**config.mk**
```make
export PLATFORM = sky130hd
export DESIGN_NAME = fencei_sequencer
export DESIGN_NICKNAME = d
export VERILOG_FILES = /design/src/rtl/fencei_sequencer.sv
export SDC_FILE = /design/constraint.sdc
export NUM_CORES = 1
export LEC_CHECK = 0
export ABC_AREA = 1
export ABC_CLOCK_PERIOD_IN_PS = 2910
export CAP_MARGIN = 20
export CORE_MARGIN = 2
export CORE_UTILIZATION = 45
export DETAILED_ROUTE_END_ITERATION = 6
export HOLD_SLACK_MARGIN = 0.08
export PLACE_DENSITY = 0.74
export SETUP_SLACK_MARGIN = 0.3
export SYNTH_ARGS = -nofsm -noshare
export SYNTH_HDL_FRONTEND = slang
export SYNTH_SLANG_ARGS = --single-unit
```
**constraint.sdc**
```tcl
create_clock -name clk_i -period 2.91 [get_ports clk_i]
set_input_delay 0.7275 -clock clk_i [delete_from_list [all_inputs] [get_ports clk_i]]
set_output_delay 0.7275 -clock clk_i [all_outputs]
set_load 0.005 [all_outputs]
```
**src/rtl/fencei_sequencer.sv**
```systemverilog
// fencei_sequencer: holds the pipeline through D-cache write-back and I-cache invalidate for FENCE.I, then pulses completion
//   clk_i, rst_i (async, active-high)
//   fencei_i, sys_jump_i                   : Execute-stage FENCE.I valid and trap/return redirect
//   dc_flush_req_o / dc_flush_done_i       : D-cache write-back-all request level / completion pulse
//   ic_inv_req_o / ic_inv_done_i           : I-cache invalidate-all request level / completion pulse
//   stall_pipe_o                           : freeze PC/Fetch/Decode/Execute (combinational)
//   fencei_done_o, fencei_timeout_o        : completion pulse / cache-ack timeout pulse
module fencei_sequencer #(
    parameter bit          SKIP_DCACHE    = 1'b0,
    parameter int unsigned TIMEOUT_CYCLES = 1024
) (
    input  logic clk_i,
    input  logic rst_i,
    input  logic fencei_i,
    input  logic sys_jump_i,
    output logic dc_flush_req_o,
    input  logic dc_flush_done_i,
    output logic ic_inv_req_o,
    input  logic ic_inv_done_i,
    output logic stall_pipe_o,
    output logic fencei_done_o,
    output logic fencei_timeout_o
);
    localparam bit TO_EN = TIMEOUT_CYCLES > 0;
    localparam int CW = TO_EN ? $clog2(TIMEOUT_CYCLES + 1) : 1;
    localparam logic [CW-1:0] CNT_LAST = TO_EN ? CW'(TIMEOUT_CYCLES - 1) : '0;
    typedef enum logic [1:0] {IDLE, DC_FLUSH, IC_INV, DONE} state_t;
    state_t state, state_nx;
    logic [CW-1:0] cnt, cnt_nx;
    logic served, served_nx;
    logic accept, waiting, ack, timeout;
    always_ff @(posedge clk_i or posedge rst_i) begin
        if (rst_i) begin
            state  <= IDLE;
            cnt    <= '0;
            served <= 1'b0;
        end else begin
            state  <= state_nx;
            cnt    <= cnt_nx;
            served <= served_nx;
        end
    end
    always_comb begin
        accept    = fencei_i & ~served & ~sys_jump_i;
        waiting   = state == DC_FLUSH || state == IC_INV;
        // only the ack belonging to the current wait state counts
        ack       = state == DC_FLUSH ? dc_flush_done_i : state == IC_INV ? ic_inv_done_i : 1'b0;
        timeout   = TO_EN && waiting && cnt == CNT_LAST && !ack;
        state_nx  = state == IDLE     ? (accept ? (SKIP_DCACHE ? IC_INV : DC_FLUSH) : IDLE)
                  : state == DC_FLUSH ? (ack || timeout ? IC_INV : DC_FLUSH)
                  : state == IC_INV   ? (ack || timeout ? DONE : IC_INV)
                  : IDLE;
        cnt_nx    = TO_EN && waiting && state_nx == state ? cnt + 1'b1 : '0;
        // served stays set while the completed FENCE.I is still held in Execute
        served_nx = fencei_i & (served | state == DONE);
    end
    assign dc_flush_req_o   = state == DC_FLUSH;
    assign ic_inv_req_o     = state == IC_INV;
    assign fencei_done_o    = state == DONE;
    assign fencei_timeout_o = timeout;
    // gated by reset so every output reads 0 while reset is held
    assign stall_pipe_o     = ~rst_i & ((state == IDLE & accept) | waiting);
endmodule

```
==> out/metrics.csv, run 1 <==
stage,metric,value,unit
timing,finalCriticalPeriod,2450,ps
synth,synth_adder_area_share,7.25,%
global_route,grt_pass1_wl,2270,um
power_and_ir_drop,combPwrFrac,19.5,%
global_route,antenna_found_initial,0,
synth,ys_ff_latch,14,
synth,synth-xor-area-share,9.13,%
worst_hold_path,hp-class,reg2reg,
routing,vias,590,
timing,rsz0062_at_grt,no,
cells_and_area,final_cell_mix,"dfrtp_1, nand2_1, nor2_2, clkdlybuf4s50_1",
synth,syn_nets,102,
power_and_ir_drop,p_leak,0.456,nW
worst_setup_path,required,2180,ps
cts,root_buffer,clkbuf_4,
power_and_ir_drop,clkPwrFrac,31.7,%
routing,detail-route-antenna-nets,0,
routing,via_per_inst,4.54,
cells_and_area,diodes,0,
synth,ys.warnings.count,0,
worst_setup_path,r2r_slack,1000,ps
cells_and_area,fillers,173,
routing,routedWlPerCell,9.65,um
worst_setup_path,path_class,in2out,
synth,synth.distinct_cells,19,
timing,tightest_slew,501,ps
worst_setup_path,path_max_fanout,3,
routing,drt_iter0_drc,2,
timing,slew_headroom,66.5,%
die,io_pins,11,
cts,holdBufCountCts,0,
die,die_area,2280,um2
power_and_ir_drop,irDropWorstVdd,0.374,mV
placement,pre_cts_slack,168,ps
power_and_ir_drop,p_sw_share,25.5,%
run_status,outcome,"finished, final reports clean",
cells_and_area,nNetsFinal,117,
global_route,grt_overflow,0,
timing,fin_skew,3.29,ps
die,core,1760,um2
timing,setup_violations,0,
power_and_ir_drop,power_switching,106,uW
worst_setup_path,cp-start-kind,input port,
synth,syn_avg_cell_area,9.49,um2
cts,clk_pin_slew_worst_paths,80,ps
worst_setup_path,crit_arrival,1720,ps
synth,synth_compound_area_share,2.03,%
die,die_h,47.8,um
synth,syn_inst,91,
cts,h-tree-depth,1,
routing,wl,1260,um
cells_and_area,layout_commonest_cell,dfrtp_1,
synth,synth_top_family_by_area,simple AND/OR/NAND/NOR gates,
die,num_rows,15,
synth,syn_area,863,um2
synth,muxShareOfSynthArea,0,%
worst_setup_path,endpoint_kind,output port,
power_and_ir_drop,internal-power,311,uW
cells_and_area,drive_above_1_share,31.4,%
global_route,grt_pass1_vias,578,
cts,cts_made_buffers,3,
run,cap_violations,0,
timing,hold_violations,0,
cells_and_area,areaGrowthSynthToFinish,22.8,%
cts,clock_latency,270,ps
routing,drcViolationCount,0,
global_route,grt_usage,14.7,%
timing,post-route-period-util,84.2,%
die,die-width,47.8,um
placement,gp_routability_congestion,0.811,
timing,slew_violations,0,
timing,tns,0,ps
placement,place_inst,125,
cells_and_area,stdcell_count,130,
cts,clock_path_buffers,2,
power_and_ir_drop,pwr-share-seq,48.8,%
placement,dp_hpwl,980,um
synth,ys_seq_area_share,40.6,%
die,initial_core_util,48.9,%
cts,clock_sink_count,14,
cts,cts_tree,yes,
synth,yosys.area_share.simple,35.4,%
global_route,grt_max_degree,15,
routing,drt_pass1_iterations,2,
power_and_ir_drop,p_per_area,393,nW/um2
placement,io_buffers,10,
timing,fmax,0.408,GHz
timing,finalWorstSetupSlack,459,ps
==> flip-flops by register name, summed over array words and instances (netlist names) <==
signal  flops
state       2
served      1
cnt        11
==> critical path: stages <==
cell and delay [ps]:
clkdlybuf4s50_1 390, nor2_1 120, nand3_2 110, a21oi_1 130
dlygate4sd2_1 240
==> power groups by stage <==
stage,clock [mW],combinational [mW],sequential (mW)
floorplan,0,0.0553,0.207
global placement,0,0.0723,0.207
detailed placement,0,0.0731,0.207
CTS,0.140,0.0766,0.203
global route,0.148,0.0921,0.204
finish,0.132,0.0812,0.204
==> metal layers <==
layer | vias to the layer above | GRT usage, % | share of wire [%]
li1 | 311 | - | -
met4 | 0 | 9.73 | 2.9
met1 | 267 | 17.3 | 46
met2 | 8 | 24.8 | 48
met3 | 4 | 2.26 | 3.4
met5 | - | 0 | 0
==> path summary, 6_finish.rpt <==
path,startpoint,end,cells past startpoint
setup / recovery,sys_jump_i,stall_pipe_o,5
hold / removal,cnt[0],cnt[0],1
setup reg to reg,state[0],cnt[10],12
hold reg to reg,cnt[0],cnt[0],1
max in group asynchronous,rst_i,cnt[7],2
min in group asynchronous,rst_i,cnt[0],2
==> cells in the mapped netlist <==
master / n / area share [%]
xnor2_1: 2 / 2.0
nor2_4: 5 / 6.5
clkinv_1: 1 / 0.43
xor2_1: 7 / 7.1
inv_1: 9 / 3.9
nand3_1: 7 / 4.1
ha_1: 5 / 7.2
nand4_1: 1 / 0.73
and2_2: 1 / 0.87
nand3_4: 2 / 4.1
buf_6: 1 / 1.3
a21oi_1: 2 / 1.2
nor2_2: 10 / 7.2
nand2_1: 12 / 5.2
o21a_1: 1 / 0.87
nand3_2: 1 / 1.2
nand2_2: 4 / 2.9
nor2_1: 6 / 2.6
dfrtp_1: 14 / 41
==> kinds of logic (layout without fill, tap and decap cells) <==
group                    Yosys count  count (layout)
AO/OA/AOI/OAI                      3               3
XOR/XNOR                           9               9
adder cells (fa/ha/maj)            5               5
buffers and inverters             11              25
flip-flops                        14              14
AND/OR/NAND/NOR                   49              49
==> layout make-up <==
type / count / area (um2) / share of cell area, %
multi-input cells: 66 / 495 / 46.8
clock buffers: 4 / 36.3 / 3.42
inverters: 10 / 37.5 / 3.54
well taps: 25 / 31.3 / 2.95
repair buffers: 11 / 109 / 10.3
flip-flops and latches: 14 / 350 / 33.1
==> through the flow <==
stage          power [mW]  util (%)  hold slack, ps  area, um2
6_report            0.417      60.1             469       1060
3_5_place_dp        0.280      55.7             464        983
2_1_floorplan       0.262         -             442        863
3_3_place_gp        0.280      55.7             464        983
5_1_grt             0.444      60.1             508       1060
4_1_cts             0.420      58.7             478       1030
==> repair_timing <==
action,in CTS,in global routing
buffers inserted,1,0
endpoints found under the setup margin,2,1
cloned,0,0
gates resized for setup,4,5
(Power assumes the default switching activity.)
==> inputs of run 2 (changes only) <==
--- a/config.mk
+++ b/config.mk
@@ -6,7 +6,7 @@
 export NUM_CORES = 1
 export LEC_CHECK = 0
 export ABC_AREA = 1
-export ABC_CLOCK_PERIOD_IN_PS = 2910
+export ABC_CLOCK_PERIOD_IN_PS = 2400
 export CAP_MARGIN = 20
 export CORE_MARGIN = 2
 export CORE_UTILIZATION = 45
==> constraint.sdc (replaced) <==
create_clock -name clk_i -period 2.4 [get_ports clk_i]
set_input_delay 0.6 -clock clk_i [delete_from_list [all_inputs] [get_ports clk_i]]
set_output_delay 0.6 -clock clk_i [all_outputs]
set_load 0.005 [all_outputs]
==> run 2 against run 1 <==
  * Non-clock buffer count rose by 13
  * Final area increased by 12%
  * Hold slack better by 82 ps
  * Critical path depth rose by 1
  * Register-to-register slack worse by 410 ps
  * Sequential power rose by 21%
  * Clock-buffer cell count did not move
  * Worst setup slack got worse by 140 ps
  * Combinational power is 66% higher
  * Sequential cell count unchanged
  * Die area unchanged
==> out/metrics.csv, run 2 (synthesized netlist as in run 1, its figures left out) <==
stage,metric,value,unit
routing,drcViolationCount,0,
die,core,1760,um2
worst_hold_path,hp-class,reg2reg,
worst_setup_path,critical-path-top-delay-family,buffers and inverters,
die,num_rows,15,
routing,detail-route-antenna-nets,0,
power_and_ir_drop,clkPwrFrac,30.5,%
placement,place_inst,130,
cts,cts_made_buffers,3,
timing,fmax,0.481,GHz
cts,h-tree-depth,1,
worst_setup_path,required,1800,ps
cts,cts_tree,yes,
power_and_ir_drop,internal-power,400,uW
global_route,grt_usage,17.7,%
worst_setup_path,cpPeakStageDelay,470,ps
timing,setup_violations,0,
timing,hold_violations,0,
global_route,grt_overflow,0,
timing,slew_headroom,65.8,%
global_route,grt_pass1_vias,656,
run,cap_violations,0,
cts,root_buffer,clkbuf_4,
cells_and_area,fin_area,1180,um2
placement,gp_routability_congestion,0.776,
worst_setup_path,endpoint_kind,output port,
cells_and_area,top_register,cnt,
cells_and_area,final_cell_mix,"dfrtp_1, buf_4, nand2_1, nor2_2, xor2_1",
cts,clock_path_buffers,2,
power_and_ir_drop,p_sw_share,26.9,%
worst_setup_path,cp-start-kind,input port,
power_and_ir_drop,p_leak,0.555,nW
worst_setup_path,path_cells,clkdlybuf4s50_1 > nand2_1 > and2_4 > inv_1 > nor2_1 > buf_2,
worst_setup_path,crit_arrival,1480,ps
cells_and_area,nNetsFinal,130,
placement,io_buffers,10,
cts,clk_pin_slew_worst_paths,80,ps
die,io_pins,11,
cells_and_area,stdcell_count,143,
cells_and_area,largest_reg_flops,11,
placement,dp_hpwl,1050,um
cells_and_area,reg.largest.list,"cnt (11), state (2), served (1)",
worst_setup_path,cp.buffers_inverters,3,
cells_and_area,layout_commonest_cell,dfrtp_1,
routing,drt_pass1_iterations,2,
cells_and_area,diodes,0,
cells_and_area,areaGrowthSynthToFinish,37.1,%
die,die-width,47.8,um
worst_setup_path,slowest_stage,clkdlybuf4s50_1,
timing,finalCriticalPeriod,2080,ps
global_route,grt_max_degree,15,
routing,wl,1620,um
run_status,outcome,"finished, final reports clean",
die,die_h,47.8,um
routing,via_per_inst,4.62,
power_and_ir_drop,pwr-share-seq,44.9,%
cts,clock_latency,280,ps
timing,tns,0,ps
cts,holdBufCountCts,0,
worst_setup_path,path_class,in2out,
timing,slew_violations,0,
timing,tightest_slew,512,ps
timing,fin_skew,2.12,ps
worst_setup_path,path_max_fanout,2,
timing,post-route-period-util,86.5,%
power_and_ir_drop,irDropWorstVdd,0.396,mV
cells_and_area,drive_above_1_share,44.1,%
timing,rsz0062_at_grt,yes,
global_route,antenna_found_initial,0,
placement,postPlaceCellArea,1030,um2
routing,drt_iter0_drc,4,
power_and_ir_drop,p_per_area,462,nW/um2
die,initial_core_util,48.9,%
die,die_area,2280,um2
power_and_ir_drop,power_switching,147,uW
global_route,grt_pass1_wl,2680,um
routing,routedWlPerCell,11.3,um
cts,clock_sink_count,14,
routing,vias,661,
power_and_ir_drop,combPwrFrac,24.6,%
==> run 2: cell types whose count changed in the layout (fill, tap and decap cells not counted), sizes merged <==
cell and delta:
clkdlybuf4s50 -4, buf +15, dlymetal6s2s +2
==> run 2: per-stage QoR <==
stage | utilization [%] | power [mW] | setup WS [ps] | hold slack, ps
after CTS | 63.8 | 0.545 | 227 | 475
after global routing | 67.1 | 0.581 | 271 | 576
after global placement | 58.6 | 0.358 | -18.4 | 457
final | 67.1 | 0.547 | 323 | 551
after detailed placement | 58.6 | 0.360 | -36.0 | 459
after floorplan | - | 0.317 | 606 | 442
==> run 2: path summary, 6_finish.rpt <==
check                                start                to  slack, ps  depth (start not counted)
hold reg to reg                     cnt[0]            cnt[0]        550                          2
min in group asynchronous            rst_i           cnt[10]        710                          2
setup / recovery           dc_flush_done_i  fencei_timeout_o        320                          6
setup reg to reg                  state[1]           cnt[10]        590                         15
max in group asynchronous            rst_i            cnt[2]       1350                          2
hold / removal                      cnt[0]            cnt[0]        550                          2
==> run 2: layer usage <==
layer | up-vias | track usage (%) | wire length [um]
li1 | 334 | - | -
met2 | 8 | 30.9 | 834
met1 | 315 | 19.5 | 701
met5 | - | 0 | 0
met3 | 4 | 3.40 | 42
met4 | 0 | 11.4 | 41
==> run 2: power groups by stage <==
stage          clock network, mW  registers, mW  logic [mW]
3_5_place_dp                   0          0.250       0.109
2_1_floorplan                  0          0.250      0.0670
3_3_place_gp                   0          0.250       0.107
5_1_grt                    0.186          0.247       0.149
6_report                   0.167          0.246       0.135
4_1_cts                    0.176          0.246       0.123
==> run 2: repair_timing <==
item / 4_1_cts / 5_1_grt
endpoints found under the setup margin: 4 / 4
gates cloned: 0 / 0
setup buffers: 4 / 5
pin swaps: 3 / 6
gates resized for setup: 17 / 7
==> run 2: final cells by class <==
cell class,count,area [um2]
clock buffer,4,36.3
fill,154,581
inverter,10,37.5
multi-input combinational,66,514
sequential,14,350
tap,25,31.3
timing repair buffer,24,214
==> run 2: worst reg2reg max path, delay by kind of cell, from the launching register on <==
family | cells | cell delay (ps)
buf+inv | 3 | 380
fa+ha+maj | 1 | 280
flops | 1 | 370
simple gates | 11 | 700
